===== config.mk =====
export PLATFORM = sky130hd
export DESIGN_NAME = modport_xfer_flat
export DESIGN_NICKNAME = d
export VERILOG_FILES = /design/src/rtl/modport_xfer_pkg.sv /design/src/rtl/modport_xfer_if.sv /design/src/rtl/modport_xfer_mem.sv /design/src/rtl/modport_xfer.sv /design/src/flat_wrapper.sv
export SDC_FILE = /design/constraint.sdc
export NUM_CORES = 1
export LEC_CHECK = 0
export BUFFER_PORTS_ARGS = -buffer_cell sky130_fd_sc_hd__buf_2
export CAP_MARGIN = 20
export CELL_PAD_IN_SITES_DETAIL_PLACEMENT = 0
export CELL_PAD_IN_SITES_GLOBAL_PLACEMENT = 1
export CORE_MARGIN = 2
export CORE_UTILIZATION = 56
export CTS_BUF_LIST = sky130_fd_sc_hd__clkbuf_8
export CTS_CLUSTER_DIAMETER = 100
export DETAILED_ROUTE_END_ITERATION = 16
export PLACE_DENSITY = 0.93
export SLEW_MARGIN = 40
export SYNTH_ARGS = -nofsm -noshare
export SYNTH_HDL_FRONTEND = slang
export SYNTH_SLANG_ARGS = --single-unit
export TNS_END_PERCENT = 100

===== constraint.sdc =====
create_clock -name master_clk1 -period 2.52 [get_ports master_clk1]
set_input_delay 0 -clock master_clk1 [delete_from_list [all_inputs] [get_ports master_clk1]]
set_output_delay 0 -clock master_clk1 [all_outputs]
set_load 0.005 [all_outputs]

===== src/rtl/modport_xfer_pkg.sv =====
// Shared constants and types for the modport_xfer fill-then-drain buffer.
// Optional feature: define MODPORT_XFER_REARM_EN to refill automatically after a full drain.
package modport_xfer_pkg;

  parameter int unsigned DataWDefault = 4;
  parameter int unsigned DepthDefault = 10;

  typedef logic [DataWDefault-1:0] word_t;

  // Address width for a DEPTH-entry array; a single entry still needs one address bit.
  function automatic int unsigned addr_width(input int unsigned depth);
    return (depth > 1) ? $clog2(depth) : 1;
  endfunction

endpackage


===== src/rtl/modport_xfer_if.sv =====
// Producer/consumer bundle for modport_xfer: the producer drives prod_*,
// the buffer returns consumed words and status.
interface modport_xfer_if
  import modport_xfer_pkg::*;
#(
  parameter int unsigned DATA_W = DataWDefault,
  parameter int unsigned DEPTH  = DepthDefault
) ();

  localparam int unsigned PtrW = $clog2(DEPTH + 1);

  logic              prod_valid;
  logic [DATA_W-1:0] prod_data;
  logic              cons_valid;
  logic [DATA_W-1:0] cons_data;
  logic              full;
  logic              drained;
  logic [PtrW-1:0]   wr_count;

  modport master (
    output prod_valid,
    output prod_data,
    input  cons_valid,
    input  cons_data,
    input  full,
    input  drained,
    input  wr_count
  );

  modport slave (
    input  prod_valid,
    input  prod_data,
    output cons_valid,
    output cons_data,
    output full,
    output drained,
    output wr_count
  );

endinterface


===== src/rtl/modport_xfer_mem.sv =====
// DEPTH x DATA_W storage with one write port and one registered read port.
// The read register holds its value when not enabled and clears on reset; the array is never reset.
module modport_xfer_mem
  import modport_xfer_pkg::*;
#(
  parameter int unsigned DATA_W = DataWDefault,
  parameter int unsigned DEPTH  = DepthDefault
) (
  input  logic                          clk,
  input  logic                          rst,
  input  logic                          wr_en,
  input  logic [addr_width(DEPTH)-1:0]  wr_addr,
  input  logic [DATA_W-1:0]             wr_data,
  input  logic                          rd_en,
  input  logic [addr_width(DEPTH)-1:0]  rd_addr,
  output logic [DATA_W-1:0]             rd_data
);

  logic [DATA_W-1:0] mem_q [DEPTH];
  logic [DATA_W-1:0] rd_data_q;

  always_ff @(posedge clk) begin
    if (wr_en) begin
      mem_q[wr_addr] <= wr_data;
    end
  end

  always_ff @(posedge clk or posedge rst) begin
    if (rst) begin
      rd_data_q <= '0;
    end else if (rd_en) begin
      rd_data_q <= mem_q[rd_addr];
    end
  end

  assign rd_data = rd_data_q;

endmodule


===== src/rtl/modport_xfer.sv =====
// Fill-then-drain buffer: produce calls fill DEPTH entries, further produce calls read them back
// in order. With MODPORT_XFER_REARM_EN the buffer empties and refills after the final read.
module modport_xfer
  import modport_xfer_pkg::*;
#(
  parameter int unsigned DATA_W = DataWDefault,
  parameter int unsigned DEPTH  = DepthDefault
) (
  input logic           master_clk1,
  input logic           rst,
  modport_xfer_if.slave bus
);

  localparam int unsigned PtrW  = $clog2(DEPTH + 1);
  localparam int unsigned AddrW = addr_width(DEPTH);

  logic [PtrW-1:0] wr_ptr_q;
  logic [PtrW-1:0] rd_ptr_q;
  logic            cons_valid_q;

  logic at_full;
  logic at_drained;
  logic wr_en;
  logic cons_req;
  logic rd_en;
  logic last_rd;

  assign at_full    = (wr_ptr_q == PtrW'(DEPTH));
  assign at_drained = (rd_ptr_q == PtrW'(DEPTH));

  // A produce call on a full buffer becomes a consume request instead of a write.
  assign wr_en    = bus.prod_valid && !at_full;
  assign cons_req = bus.prod_valid && at_full;
  assign rd_en    = cons_req && !at_drained;
  assign last_rd  = rd_en && (rd_ptr_q == PtrW'(DEPTH - 1));

`ifdef MODPORT_XFER_REARM_EN
  logic rearm_q;

  always_ff @(posedge master_clk1 or posedge rst) begin
    if (rst) begin
      wr_ptr_q     <= '0;
      rd_ptr_q     <= '0;
      cons_valid_q <= 1'b0;
      rearm_q      <= 1'b0;
    end else begin
      cons_valid_q <= rd_en;
      rearm_q      <= last_rd;
      // Write pointer clears with the final read; read pointer follows one edge later so
      // drained is visible for one cycle.
      if (last_rd) begin
        wr_ptr_q <= '0;
      end else if (wr_en) begin
        wr_ptr_q <= wr_ptr_q + 1'b1;
      end
      if (rearm_q) begin
        rd_ptr_q <= '0;
      end else if (rd_en) begin
        rd_ptr_q <= rd_ptr_q + 1'b1;
      end
    end
  end
`else
  always_ff @(posedge master_clk1 or posedge rst) begin
    if (rst) begin
      wr_ptr_q     <= '0;
      rd_ptr_q     <= '0;
      cons_valid_q <= 1'b0;
    end else begin
      cons_valid_q <= rd_en;
      if (wr_en) begin
        wr_ptr_q <= wr_ptr_q + 1'b1;
      end
      if (rd_en) begin
        rd_ptr_q <= rd_ptr_q + 1'b1;
      end
    end
  end

  logic unused_last_rd;
  assign unused_last_rd = last_rd;
`endif

  modport_xfer_mem #(
    .DATA_W (DATA_W),
    .DEPTH  (DEPTH)
  ) u_mem (
    .clk     (master_clk1),
    .rst     (rst),
    .wr_en   (wr_en),
    .wr_addr (wr_ptr_q[AddrW-1:0]),
    .wr_data (bus.prod_data),
    .rd_en   (rd_en),
    .rd_addr (rd_ptr_q[AddrW-1:0]),
    .rd_data (bus.cons_data)
  );

  assign bus.cons_valid = cons_valid_q;
  assign bus.full       = at_full;
  assign bus.drained    = at_drained;
  assign bus.wr_count   = wr_ptr_q;

endmodule


===== src/flat_wrapper.sv =====
// flat-port wrapper written by rule: the top's interface ports become plain ports
module modport_xfer_flat import modport_xfer_pkg::*;
#(
  parameter int unsigned DATA_W = DataWDefault,
  parameter int unsigned DEPTH  = DepthDefault
)
  (master_clk1, rst, bus_prod_valid, bus_prod_data, bus_cons_valid, bus_cons_data, bus_full, bus_drained, bus_wr_count);
  modport_xfer_if #(.DATA_W(DATA_W), .DEPTH(DEPTH)) bus_i ();
  input logic master_clk1;
  input logic rst;
  input wire logic [$bits(bus_i.prod_valid)-1:0] bus_prod_valid;
  input wire logic [$bits(bus_i.prod_data)-1:0] bus_prod_data;
  output wire logic [$bits(bus_i.cons_valid)-1:0] bus_cons_valid;
  output wire logic [$bits(bus_i.cons_data)-1:0] bus_cons_data;
  output wire logic [$bits(bus_i.full)-1:0] bus_full;
  output wire logic [$bits(bus_i.drained)-1:0] bus_drained;
  output wire logic [$bits(bus_i.wr_count)-1:0] bus_wr_count;
  assign bus_i.prod_valid = bus_prod_valid;
  assign bus_i.prod_data = bus_prod_data;
  assign bus_cons_valid = bus_i.cons_valid;
  assign bus_cons_data = bus_i.cons_data;
  assign bus_full = bus_i.full;
  assign bus_drained = bus_i.drained;
  assign bus_wr_count = bus_i.wr_count;
  modport_xfer #(.DATA_W(DATA_W), .DEPTH(DEPTH)) u_core (.master_clk1(master_clk1), .rst(rst), .bus(bus_i));
endmodule

[Yosys cells after proc, flatten, opt, wreduce, memory -nomap -nowiden]
Memory sizes are Yosys's and may differ from the RTL's. A register that Yosys moved wholly into a read port is not among the register bits.
Cells that the tools add are included.
Storage, ports and cells
  register bits after elaboration: 9
  bits in writable memories: 40
  bits of input ports: 7
  output and inout port bits: 11
  word-level logic and storage cells: 15
  memories kept: 1
Cells by class
  $add $sub $neg: 2
  equal/unequal tests: 2
  multiplexer cells: 2
  reduce and logical (&&, ||, !) cells: 5
Memory list
  u_core.u_mem.mem_q: words 10, width 4, rd ports 1, clocked after memory_dff 1, wr ports 1, RTL line modport_xfer_mem.sv:19  | logic [DATA_W-1:0] mem_q [DEPTH];
Operators with widths (number)
  $add A4 B1 Y4 const B: 2
  $eq A4 B4 Y1 const B: 2
  $logic_and A1 B1 Y1: 3
  $logic_not A1 Y1: 2
  $mux W1: 2

[Longest topological paths before layout]
  word-level depth: 5
  mapped depth: 9
  gate-level depth less buffers: 7

[Cells and area by module]
From an unflattened synthesis, not the netlist that was laid out.
Second synthesis, totals
  cell total of the unflattened synthesis: 150
  area, all modules: 2218.4 µm²
Modules (own cells, without submodules)
  modport_xfer_mem: instances 1, cells an instance 112, area each 1769.2 µm², seq. area each 1301.2 µm²
  modport_xfer: instances 1, cells an instance 38, area each 449.2 µm², seq. area each 225.2 µm²

[Worst setup path after synthesis]
Ideal clock, no wire load.
  path kind: reg2reg
  from: reg u_core.wr_ptr_q[0] (netlist: u_core.bus.wr_count[0])
  to: mem u_core.u_mem.mem_q[9][0] in the netlist's numbering, enable pin
  library setup time: 329 ps
  arrival: 1395 ps
  required time: 2191 ps
  slack: 796 ps
  stages on the path, launching flop included: 5
  path buffers: 0
  clock period less this slack: 1724 ps
  path through: dfrtp_1 -> inv_1 -> ha_1 -> or3b_2 -> nor2_1
On the way
  cells in the longest elaborated chain, start to end: 5
Ends and longest elaborated chain
  from (decl): RTL line modport_xfer.sv:17  | logic [PtrW-1:0] wr_ptr_q;
  from (signal assigned): RTL line modport_xfer.sv:72  | wr_ptr_q <= wr_ptr_q + 1'b1;
  $eq A4 B4 Y1: RTL line modport_xfer.sv:28  | assign at_full = (wr_ptr_q == PtrW'(DEPTH));
  $logic_not A1 Y1: RTL line modport_xfer.sv:32  | assign wr_en = bus.prod_valid && !at_full;
  $logic_and A1 B1 Y1: RTL line modport_xfer.sv:32
  $mux W1: RTL line modport_xfer_mem.sv:23  | if (wr_en) begin
  $mux W1 (not written as such): RTL line modport_xfer_mem.sv:24  | mem_q[wr_addr] <= wr_data;
  to (decl): RTL line modport_xfer_mem.sv:19
Several ways; a longest one is shown, not always the timed one.

[Final worst setup path]
  from: reg u_core.wr_ptr_q[0] (netlist: u_core.bus.wr_count[0])
  to: mem u_core.u_mem.mem_q[9][3] in the netlist's numbering, enable pin
Same word-level chain as after synthesis.

==> flow_summary.ini <==
[status]
status = finished, final reports clean

[clock_tree]
numCtsBuffers = 5
clk_latency_ns = 0.30
cts_root_buffer = clkbuf_8
post_cts_buffers = 0
clockBufferDepth = 2
cts_htree_levels = 2
cts_sinks = 53
cts_tree = yes
path_clk_slew_ns = 0.09
cts_resized = 0
cts_hold_buf = 1

[routing]
routed_wl_um = 3480
wl_per_cell_um = 16.9
drc = 0
vias = 1144
drtIter0Drc = 87
ant_nets = 0
dr.pass1.iters = 4
viasPerCell = 5.55

[critical_path]
r2r_start = u_core.bus.wr_count[0]
worstPathRequired_ns = 2.49
crit_type = flop to flop
r2r_cells = 4
crit_arrival_ns = 1.86
r2r_setup_slack_ns = 0.63
crit_fanout = 6
cp-start-kind = flop
r2r_end = u_core.u_mem.mem_q[9][3]
end_kind = flop

[synth]
synthAdderAreaFrac_pct = 3.37
synth_seq_area_share_pct = 68.5
synth.distinct_cells = 25
synthXorXnorAreaFrac_pct = 1.97
syn_nets = 150
syn_area_per_cell_sq_um = 16.3
synthMuxAreaShare_pct = 13.1
async_flop_share_pct = 24.5
synth-simple-area-share_pct = 6.96
synth_top_family_by_area = multiplexers
synth-compound-area-share_pct = 2.53
ys_seq_elements = 53
synth_edf_count = 40
yosysWarningCount = 0
synth_cells = 137
ys.flop_type = edfxtp_1
synth_area_sq_um = 2230

[timing]
fin_crit_ns = 1.89
final_max_slew_viol_count = 0
tightestPinTransition_ns = 0.745
setup_violations = 0
finalCritPeriodShare_pct = 74.9
rsz0062_at_grt = false
final.setup.tns_ns = 0
clock.fmax_mhz = 530
finalClockSkew_ns = 0.00392
relSlewSlack_pct = 49.9
hold_viol = 0

[grt]
antenna_found_initial = 0
grt_max_degree = 17
grt_overflow = 0
grt_pass1_wl_um = 5710
grt_pass1_vias = 1148
grt_usage_pct = 18.6

[floorplanning]
dieArea_sq_um = 4500
die_h_um = 67.1
die_x_um = 67.1
std_cell_rows = 22
initial_core_util_pct = 59.5
io_pins = 18
core-area_sq_um = 3740

[finish]
final_area_sq_um = 2430
fillers = 289
area_growth_pct = 8.93
antennaDiodeCount = 0
final_nets = 170
multiInputGateArea_sq_um = 622
layout-drive-gt1-share_pct = 23.4
register_area_sq_um = 1530

[power]
leakagePower_nw = 0.941
powerDensity_nw_per_um2 = 961
vdd_drop_max_mv = 0.626
power_mw = 2.33

[hold_path]
min_path_type = primary input to flop
worstHoldEndpoint = u_core.u_mem.mem_q[0][1]
hp-start = bus_prod_data[1]
whs_path_depth = 1

[placed_design]
gp_congestion = 0.748
dp_hpwl_um = 2620
placed_area_sq_um = 2330
port_buffers = 17

[job]
timing.max_cap.violations = 0
-- synth_stat cells (2+ instances only) --
master	instances	area share, %
nor3_1	5	1.1
nand4_1	2	0.56
xnor2_1	5	2.0
mux2_2	5	2.5
inv_1	6	1.0
o21ai_1	7	1.6
buf_6	2	1.0
clkbuf_1	4	0.67
nand2b_1	2	0.56
mux2i_1	4	1.8
ha_1	6	3.4
dfrtp_1	13	15
mux4_2	4	4.0
nand2_1	14	2.4
nor2_1	6	1.0
edfxtp_1	40	54
mux4_1	4	4.7
-- stage by stage --
step,utilization [%],instances,setup WS [ns],hold slack (ns)
global placement,62.3,197,0.779,0.0490
detailed placement,62.3,197,0.664,0.0645
finish,64.8,206,0.632,0.0211
global route,64.8,206,0.539,0.0206
floorplan,-,137,0.796,-0.123
CTS,64.8,206,0.648,0.0133
-- cell type report --
class | instances | area share (%)
flip-flops and latches | 53 | 62.9
multi-input cells | 71 | 25.6
repair buffers | 20 | 4.54
clock buffers | 5 | 2.84
well taps | 48 | 2.47
inverters | 6 | 0.928
clock inverters | 3 | 0.722
-- flip-flops by register name, indices dropped and copies added (netlist names) --
signal	cells
u_core.bus.cons_valid	1
u_core.bus.wr_count	4
u_core.u_mem.rd_data	4
u_core.rd_ptr_q	4
u_core.u_mem.mem_q	40
-- power breakdown --
part,internal [mW],switching [mW],total (mW)
Sequential,1.10,0.138,1.23
Combinational,0.344,0.312,0.656
Clock,0.192,0.251,0.443
Total,1.63,0.701,2.33
-- cell families after synthesis --
logic type / count (synthesis)
AOI/OAI and AO/OA: 10
and+or+nand+nor: 33
muxes: 17
buffers and inverters: 13
adders and majority gates: 6
xor gates and xnor gates: 5
DFF: 53
-- how the worst max path moves through the flow --
stage          cells past startpoint                       end              startpoint
2_1_floorplan                      4  u_core.u_mem.mem_q[9][0]  u_core.bus.wr_count[0]
3_3_place_gp                       4  u_core.u_mem.mem_q[9][0]  u_core.bus.wr_count[0]
3_5_place_dp                       4  u_core.u_mem.mem_q[9][3]  u_core.bus.wr_count[0]
4_1_cts                            4  u_core.u_mem.mem_q[9][2]  u_core.bus.wr_count[0]
5_1_grt                            4  u_core.u_mem.mem_q[9][2]  u_core.bus.wr_count[0]
6_report                           4  u_core.u_mem.mem_q[9][3]  u_core.bus.wr_count[0]
-- routing by layer --
layer | vias to the layer above | wire, um | track usage, %
met5 | - | 0 | 0
met4 | 0 | 69 | 6.63
met3 | 10 | 181 | 5.91
met2 | 36 | 1730 | 31.3
met1 | 549 | 1500 | 22.3
li1 | 549 | - | -
-- placed cells by master, fill, tap and decap left out, drive strengths merged, types with 2 or more instances in the layout --
| cell type | netlist | layout |
|---|---|---|
| buf | 3 | 19 |
| clkbuf | 4 | 5 |
| clkinv | 0 | 3 |
| dfrtp | 13 | 13 |
| edfxtp | 40 | 40 |
| ha | 6 | 6 |
| inv | 6 | 6 |
| mux2 | 5 | 5 |
| mux2i | 4 | 4 |
| mux4 | 8 | 8 |
| nand2 | 14 | 14 |
| nand2b | 2 | 2 |
| nand4 | 2 | 2 |
| nor2 | 6 | 6 |
| nor3 | 5 | 5 |
| o21ai | 9 | 9 |
| xnor2 | 5 | 5 |
-- worst max-delay path: stages, from the launching register on --
cell     delay (ns)
dfrtp_1        0.45
inv_1          0.10
ha_1           0.23
or3b_2         0.46
nor2_1         0.32
Power figures use the tool's default switching activity.
